--- src/rtl/aes128_package.sv ---
// Shared constants and helpers for the HPC3 randomness source.
//   LFSR_WIDTH : width of the seeded LFSR state
//   LFSR_TAPS  : feedback tap mask (bits 63, 62, 60, 59)
//   rand_state_e : UNSEEDED / WARMUP / RUN controller states
//   num_quad(n)  : cross-share pair count of an n-share HPC3 multiplier
//   rand_bits(n, w) : total random bits (R and P) per multiplication
package aes128_package;

   localparam int unsigned LFSR_WIDTH = 64;

   // Feedback is the XOR of state bits 63, 62, 60 and 59.
   localparam logic [LFSR_WIDTH-1:0] LFSR_TAPS = 64'hD800_0000_0000_0000;

   typedef enum logic [1:0] {
      StUnseeded,
      StWarmup,
      StRun
   } rand_state_e;

   function automatic int unsigned num_quad(input int unsigned n);
      return (n * (n - 1)) / 2;
   endfunction

   function automatic int unsigned rand_bits(input int unsigned n, input int unsigned w);
      return 2 * num_quad(n) * w;
   endfunction

endpackage

--- src/rtl/lfsr_multi_step.sv ---
// Combinational STEPS-fold advance of the 64-bit Fibonacci LFSR.
//   in_state  : current LFSR state
//   out_state : state after STEPS single-bit shifts
module lfsr_multi_step
   import aes128_package::*;
#(
   parameter int unsigned STEPS = 1
) (
   input  logic [LFSR_WIDTH-1:0] in_state,
   output logic [LFSR_WIDTH-1:0] out_state
);

   always_comb begin
      out_state = in_state;
      for (int unsigned i = 0; i < STEPS; i++) begin
         out_state = {out_state[LFSR_WIDTH-2:0], ^(out_state & LFSR_TAPS)};
      end
   end

endmodule

--- src/rtl/hpc3_rand_source.sv ---
// Seeded LFSR randomness source feeding one HPC3 masked multiplier.
//   in_clock / in_reset         : clock, asynchronous active-low reset
//   in_seed / in_seed_valid     : seed offer, accepted in any state
//   out_seed_ready              : high whenever out of reset
//   in_enable                   : consumer takes current randomness, requests fresh
//   out_r / out_p               : blinding and correction randomness
//   out_valid                   : out_r / out_p are fresh and usable
module hpc3_rand_source
   import aes128_package::*;
#(
   parameter int unsigned NUM_SHARES    = 2,
   parameter int unsigned BIT_WIDTH     = 2,
   parameter int unsigned WARMUP_CYCLES = 16
) (
   input  logic                                      in_clock,
   input  logic                                      in_reset,
   input  logic [LFSR_WIDTH-1:0]                     in_seed,
   input  logic                                      in_seed_valid,
   output logic                                      out_seed_ready,
   input  logic                                      in_enable,
   output logic [num_quad(NUM_SHARES)*BIT_WIDTH-1:0] out_r,
   output logic [num_quad(NUM_SHARES)*BIT_WIDTH-1:0] out_p,
   output logic                                      out_valid
);

   localparam int unsigned HALF  = num_quad(NUM_SHARES) * BIT_WIDTH;
   localparam int unsigned K     = rand_bits(NUM_SHARES, BIT_WIDTH);
   localparam int unsigned CNT_W = $clog2(WARMUP_CYCLES + 1);

   if (K > LFSR_WIDTH) begin : gen_k_check
      $error("hpc3_rand_source: rand_bits exceeds the LFSR width");
   end
   if (WARMUP_CYCLES < 1) begin : gen_warmup_check
      $error("hpc3_rand_source: WARMUP_CYCLES must be at least 1");
   end

   rand_state_e           state_q, state_d;
   logic [LFSR_WIDTH-1:0] lfsr_q, lfsr_d, lfsr_next;
   logic [CNT_W-1:0]      cnt_q, cnt_d;
   logic                  valid_q, valid_d;
   logic                  ready_q;
   logic                  seed_accept;

   lfsr_multi_step #(
      .STEPS(K)
   ) u_lfsr_multi_step (
      .in_state (lfsr_q),
      .out_state(lfsr_next)
   );

   assign seed_accept = in_seed_valid & ready_q;

   // State register
   always_ff @(posedge in_clock or negedge in_reset) begin
      if (!in_reset) begin
         state_q <= StUnseeded;
         lfsr_q  <= '0;
         cnt_q   <= '0;
         valid_q <= 1'b0;
         ready_q <= 1'b0;
      end else begin
         state_q <= state_d;
         lfsr_q  <= lfsr_d;
         cnt_q   <= cnt_d;
         valid_q <= valid_d;
         ready_q <= 1'b1;
      end
   end

   // Next-state logic; a seed always restarts warmup, even over an enable in RUN.
   always_comb begin
      state_d = state_q;
      case (state_q)
         StWarmup: begin
            if (cnt_q == CNT_W'(WARMUP_CYCLES - 1)) begin
               state_d = StRun;
            end
         end
         StUnseeded, StRun: ;
         default: state_d = StUnseeded;
      endcase
      if (seed_accept) begin
         state_d = StWarmup;
      end
   end

   // Datapath control
   always_comb begin
      lfsr_d = lfsr_q;
      cnt_d  = cnt_q;
      if (seed_accept) begin
         // All-zero is the lock-up state of an XOR LFSR.
         lfsr_d = (in_seed == '0) ? LFSR_WIDTH'(1) : in_seed;
         cnt_d  = '0;
      end else begin
         case (state_q)
            StWarmup: begin
               lfsr_d = lfsr_next;
               cnt_d  = cnt_q + CNT_W'(1);
            end
            StRun: begin
               if (in_enable) begin
                  lfsr_d = lfsr_next;
               end
            end
            default: ;
         endcase
      end
      valid_d = (state_d == StRun);
   end

   // Outputs come straight from flops gated by the valid flop, so they cannot glitch.
   assign out_valid      = valid_q;
   assign out_seed_ready = ready_q;
   assign out_r          = lfsr_q[HALF-1:0] & {HALF{valid_q}};
   assign out_p          = lfsr_q[K-1:HALF] & {HALF{valid_q}};

endmodule

--- config.mk ---
export PLATFORM = sky130hd
export DESIGN_NAME = hpc3_rand_source
export DESIGN_NICKNAME = d
export VERILOG_FILES = /design/src/rtl/aes128_package.sv /design/src/rtl/lfsr_multi_step.sv /design/src/rtl/hpc3_rand_source.sv
export SDC_FILE = /design/constraint.sdc
export NUM_CORES = 1
export LEC_CHECK = 0
export CORE_MARGIN = 2
export CORE_UTILIZATION = 45
export DETAILED_ROUTE_END_ITERATION = 12
export GPL_ROUTABILITY_DRIVEN = 0
export PLACE_DENSITY = 0.7
export SYNTH_ARGS = -nofsm -noshare
export SYNTH_HDL_FRONTEND = slang
export SYNTH_SLANG_ARGS = --single-unit
--- constraint.sdc ---
create_clock -name in_clock -period 2.3 [get_ports in_clock]
set_input_delay 0.46 -clock in_clock [delete_from_list [all_inputs] [get_ports in_clock]]
set_output_delay 0.46 -clock in_clock [all_outputs]
set_load 0.03 [all_outputs]
Word level (Yosys, flattened, before mapping). Index checks and enable logic that the tools add are counted.

$add $sub $neg: 1. Equality and inequality tests: 5. Mux-type cells: 9. Bitwise logic cells: 3. Reductions and logical operators: 10.

Operators by type and width (count): 64-bit XOR reduction (4); 64-bit two-way mux (3); 64-bit one-hot mux with 2 select lines (1); 64-bit logical NOT (1); 5-bit two-way mux (2); 5-bit by 1-bit adder with 5-bit output, second input constant (1); 5-bit by 4-bit equality test with 1-bit output, second input constant (1); 2-bit bitwise AND (2); 2-bit equality test, second input constant (2); 2-bit two-way mux (2); 2-bit one-hot mux with 2 select lines (1); 3-bit != test, second input constant (1); 3-bit nonzero test (1); 2-bit by 1-bit equality test with 1-bit output, second input constant (1); 2-bit logical NOT (1); 2-bit AND reduction (1); 2-bit nonzero test (1); 2-bit OR reduction (1); 1-bit bitwise AND (1).

Flip-flop bits (word level): 73. Bits of input ports: 68. Output and inout port bits: 6. Logic and storage cells: 33.

Depth between registers and ports, before layout.
Depth after elaboration: 5. Depth in mapped cells: 7.

Cells and area by module. A second synthesis with hierarchy kept.

Cell total of the unflattened synthesis: 411. Area, all modules: 4037.6 um2.

By module, submodules not included: hpc3_rand_source (instances 1, cells each 342, area an instance 3493.4 um2, sequential area each 1826.8 um2); lfsr_multi_step (instances 1, cells each 69, area an instance 544.3 um2, sequential area each 0.0 um2).

Least setup slack after synthesis. Ideal clock, no wire load.

Kind: register -> register. Start point: reg ready_q (netlist: out_seed_ready). End point: reg lfsr_q[3]. Arrival: 1604 ps. Setup slack: 571 ps. Stages on the path, launching flop included: 7. Buffers on the path: 3. Period minus slack after synthesis: 1729 ps. Cell sequence: dfrtp_1 and2_1 clkbuf_1 a211o_1 buf_4 buf_6 mux2_4.

Word-level cells in the longest chain between the ends: 3.

Ends and longest elaborated chain: start: declaration (RTL line hpc3_rand_source.sv:41) `logic ready_q;`; start signal: assignment (RTL line hpc3_rand_source.sv:60) `ready_q <= 1'b0;`; start signal: assignment (RTL line hpc3_rand_source.sv:66) `ready_q <= 1'b1;`; 1-bit bitwise AND * (RTL line hpc3_rand_source.sv:51) `assign seed_accept = in_seed_valid & ready_q;`; 3-bit != test (no line) / 3-bit nonzero test (equally long branches); 2-bit AND reduction (no line); end signal: assignment (RTL line hpc3_rand_source.sv:63) `lfsr_q <= lfsr_d;`; end: declaration (RTL line hpc3_rand_source.sv:38) `logic [LFSR_WIDTH-1:0] lfsr_q, lfsr_d, lfsr_next;`.

Mark *: on every way between the ends. The rest lies on a longest branch, timed or not. A chain may end at the register's enable or synchronous reset.

Worst setup path in the final report.
Start point: reg valid_q (netlist: out_valid). End point: out out_r[1].

Word-level cells in the longest chain between the ends: 1.

Ends and longest elaborated chain: start: declaration (RTL line hpc3_rand_source.sv:40) `logic valid_q, valid_d;`; start signal: assignment (RTL line hpc3_rand_source.sv:65) `valid_q <= valid_d;`; 2-bit bitwise AND (RTL line hpc3_rand_source.sv:115) `assign out_r = lfsr_q[HALF-1:0] & {HALF{valid_q}};`; end: declaration (RTL line hpc3_rand_source.sv:21) `output logic [num_quad(NUM_SHARES)*BIT_WIDTH-1:0] out_r,`.

Every way passes these cells.

==> flow_summary.toml <==
[status]
status = "finished, final reports clean"

[timing]
hold_slack_ps = 72.6
fin_crit_ps = 2100
min_period_over_period_pct = 91.3
drv_slew = 0
worstMarginPinSlew_ps = 510
hold_viol_final = 0
finalWorstSetupSlack_ps = 200
skew_ps = 8.15
setup_violations = 0
fmax_mhz = 476
relSlewSlack_pct = 66.0
rsz0062_at_grt = "false"

[floorplan]
ios = 74
fp.dieW_um = 92.8
fp.dieH_um = 92.8
row_count = 32
core_area_mm2 = 0.00769
design.die.area_mm2 = 0.00862
start_util_pct = 46.2

[critical_path]
r2r_cells = 6
r2r_setup_slack_ps = 590
cp-start-kind = "flip-flop"
cp.buffers_inverters = 1
crit_chain = "and2_1 -> clkdlybuf4s50_1"
critPathCaptureType = "primary output"
cpPeakStageDelay_ps = 680
crit_family = "buffers and inverters"
crit_slowest_cell = "clkdlybuf4s50_1"
cp_num_cells = 2
crit_type = "reg2out"
crit_arrival_ps = 1640
required_ps = 1840
crit_path_max_fanout = 5

[global_route]
grt_pass1_wl_mm = 14.5
gr-total-overflow = 0
grt_max_degree = 71
grt_pass1_vias = 3043
antenna_found_initial = 0
gr-usage-all-layers_pct = 21.4

[yosys]
synth_edf_count = 0
synth_cells = 418
avgSynthCellArea_um2 = 8.49
synth.distinct_cells = 29
syn_area_mm2 = 0.00355
syn_nets = 488
yosys.area_share.simple_pct = 26.3
synth_compound_area_share_pct = 12.2
synth_fa_ha_area_share_pct = 0.705
synth_flop_cell = "dfrtp_1"
synth-seq-cells = 73
synthArstFlopShare_pct = 100
synth_top_family_by_area = "simple AND/OR/NAND/NOR gates"
synth_xor_area_share_pct = 2.96
yosys_warnings = 0
yosysSeqAreaShare_pct = 51.4
synthMuxAreaShare_pct = 1.30

[power_and_ir_drop]
vdd_drop_max_mv = 0.358
power_frac_clock_pct = 24.2
power.density_mw_per_mm2 = 865
p_switching_mw = 1.24
total_power_mw = 3.97
power.share.combinational_pct = 26.3
p_seq_share_pct = 49.5
internal_power_mw = 2.73
switching_share_pct = 31.2
leakage_nw = 2.03

[detailed_routing]
drc_errors = 0
viasPerCell = 5.25
drt_pass1_iterations = 5
wl_mm = 8.76
vias = 3130
wl_per_cell_um = 14.7
drt_iter0_markers = 135
ant_nets = 0

[layout]
final_common_cell = "nand2_1"
fin_nets = 560
register_area_mm2 = 0.00183
layout_common_cells = "nand2_1, dfrtp_1, clkdlybuf4s50_1, nor2_1, a31oi_1"
antenna_cells = 0
multi_input_area_mm2 = 0.00156
fin_area_mm2 = 0.00459
fillCellCount = 701
drive_gt1_share_pct = 8.30
final_cells = 596
area_growth_pct = 29.2

[clocking]
post_cts_resized = 0
cts_buffers = 9
post_cts_buffers = 0
root_buffer = "clkbuf_8"
clk_pin_slew_ps = 80
cts_max_level = 3
cts_sinks = 73
worstSkewPairLatency_ps = 340
clockBufferDepth = 2
cts_tree = "built"
cts_hold_buf = 0

[placement]
dp.cells = 581
placement.setup.worst_slack_ps = -83.4
dpl.hpwl_mm = 6.38
dpl_cell_area_mm2 = 0.00441
portBuffers = 73

[worst_hold_path]
hp-class = "in2async"

[run]
cap_violations = 0
==> layer usage <==
metal,vias to the layer above,global-route usage (%),share of wire (%)
li1,1563,-,-
met1,1472,29.8,46
met2,87,35.0,49
met3,8,2.77,4.4
met4,0,6.74,1.0
met5,-,0,0
==> kinds of logic (layout without fill, tap and decap cells) <==
logic type / count (synthesis) / count (layout)
fa+ha+maj: 2 / 2
mux: 4 / 4
buf+inv: 32 / 108
flops: 73 / 73
simple gates: 226 / 226
xor+xnor: 12 / 12
other cells: 1 / 1
compound gates: 68 / 68
==> final cells by class <==
class	count	share of cell area [%]
Sequential cell	73	39.8
Clock inverter	6	1.31
Clock buffer	9	2.70
Inverter	2	0.164
Tap cell	102	2.78
Multi-Input combinational cell	313	33.9
Timing Repair Buffer	91	19.3
==> synth_stat cells (all sizes together), types with 2 or more instances <==
cell      n  area (um^2)
a21oi     3         15.0
a31oi    60          375
and2      5         31.3
buf      10         96.4
clkbuf   20         75.1
dfrtp    73         1830
ha        2         25.0
inv       2         7.51
mux2      2         26.3
mux2i     2         20.0
nand2   125          469
nand4     5         31.3
nor2     70          263
nor2b     2         12.5
nor4     16          106
o21ai     2         10.0
xnor2     6         52.6
xor2      6         52.6
==> power by group through the flow <==
| stage | clock network [mW] | logic [mW] | registers, mW |
|---|---|---|---|
| 2_1_floorplan | 0 | 0.740 | 1.92 |
| 3_3_place_gp | 0 | 1.02 | 1.98 |
| 3_5_place_dp | 0 | 1.04 | 1.99 |
| 4_1_cts | 0.979 | 1.05 | 1.97 |
| 5_1_grt | 1.04 | 1.18 | 2.02 |
| 6_report | 0.961 | 1.04 | 1.97 |
==> state kept, by name, indices dropped and copies added (netlist names) <==
register	cells
lfsr_q	64
cnt_q	5
state_q	2
out_seed_ready	1
out_valid	1
==> through the flow <==
step / TNS (ps) / utilization (%)
final: 0 / 59.7
after global routing: 0 / 59.7
after CTS: 0 / 59.7
after detailed placement: -83.4 / 57.3
after global placement: -58.0 / 57.3
after floorplan: 0 / -
==> final timing paths <==
kind	startpoint	endpoint
min reg2reg	lfsr_q[32]$_DFFE_PN0P_	lfsr_q[36]$_DFFE_PN0P_
max in group asynchronous	in_reset	lfsr_q[18]$_DFFE_PN0P_
min in group in_clock	lfsr_q[32]$_DFFE_PN0P_	lfsr_q[36]$_DFFE_PN0P_
max reg2reg	state_q[0]$_DFF_PN0_	lfsr_q[9]$_DFFE_PN0P_
min	in_reset	lfsr_q[49]$_DFFE_PN0P_
max	out_valid$_DFF_PN0_	out_r[1]
Note: power is estimated with default switching activity, not from simulation.
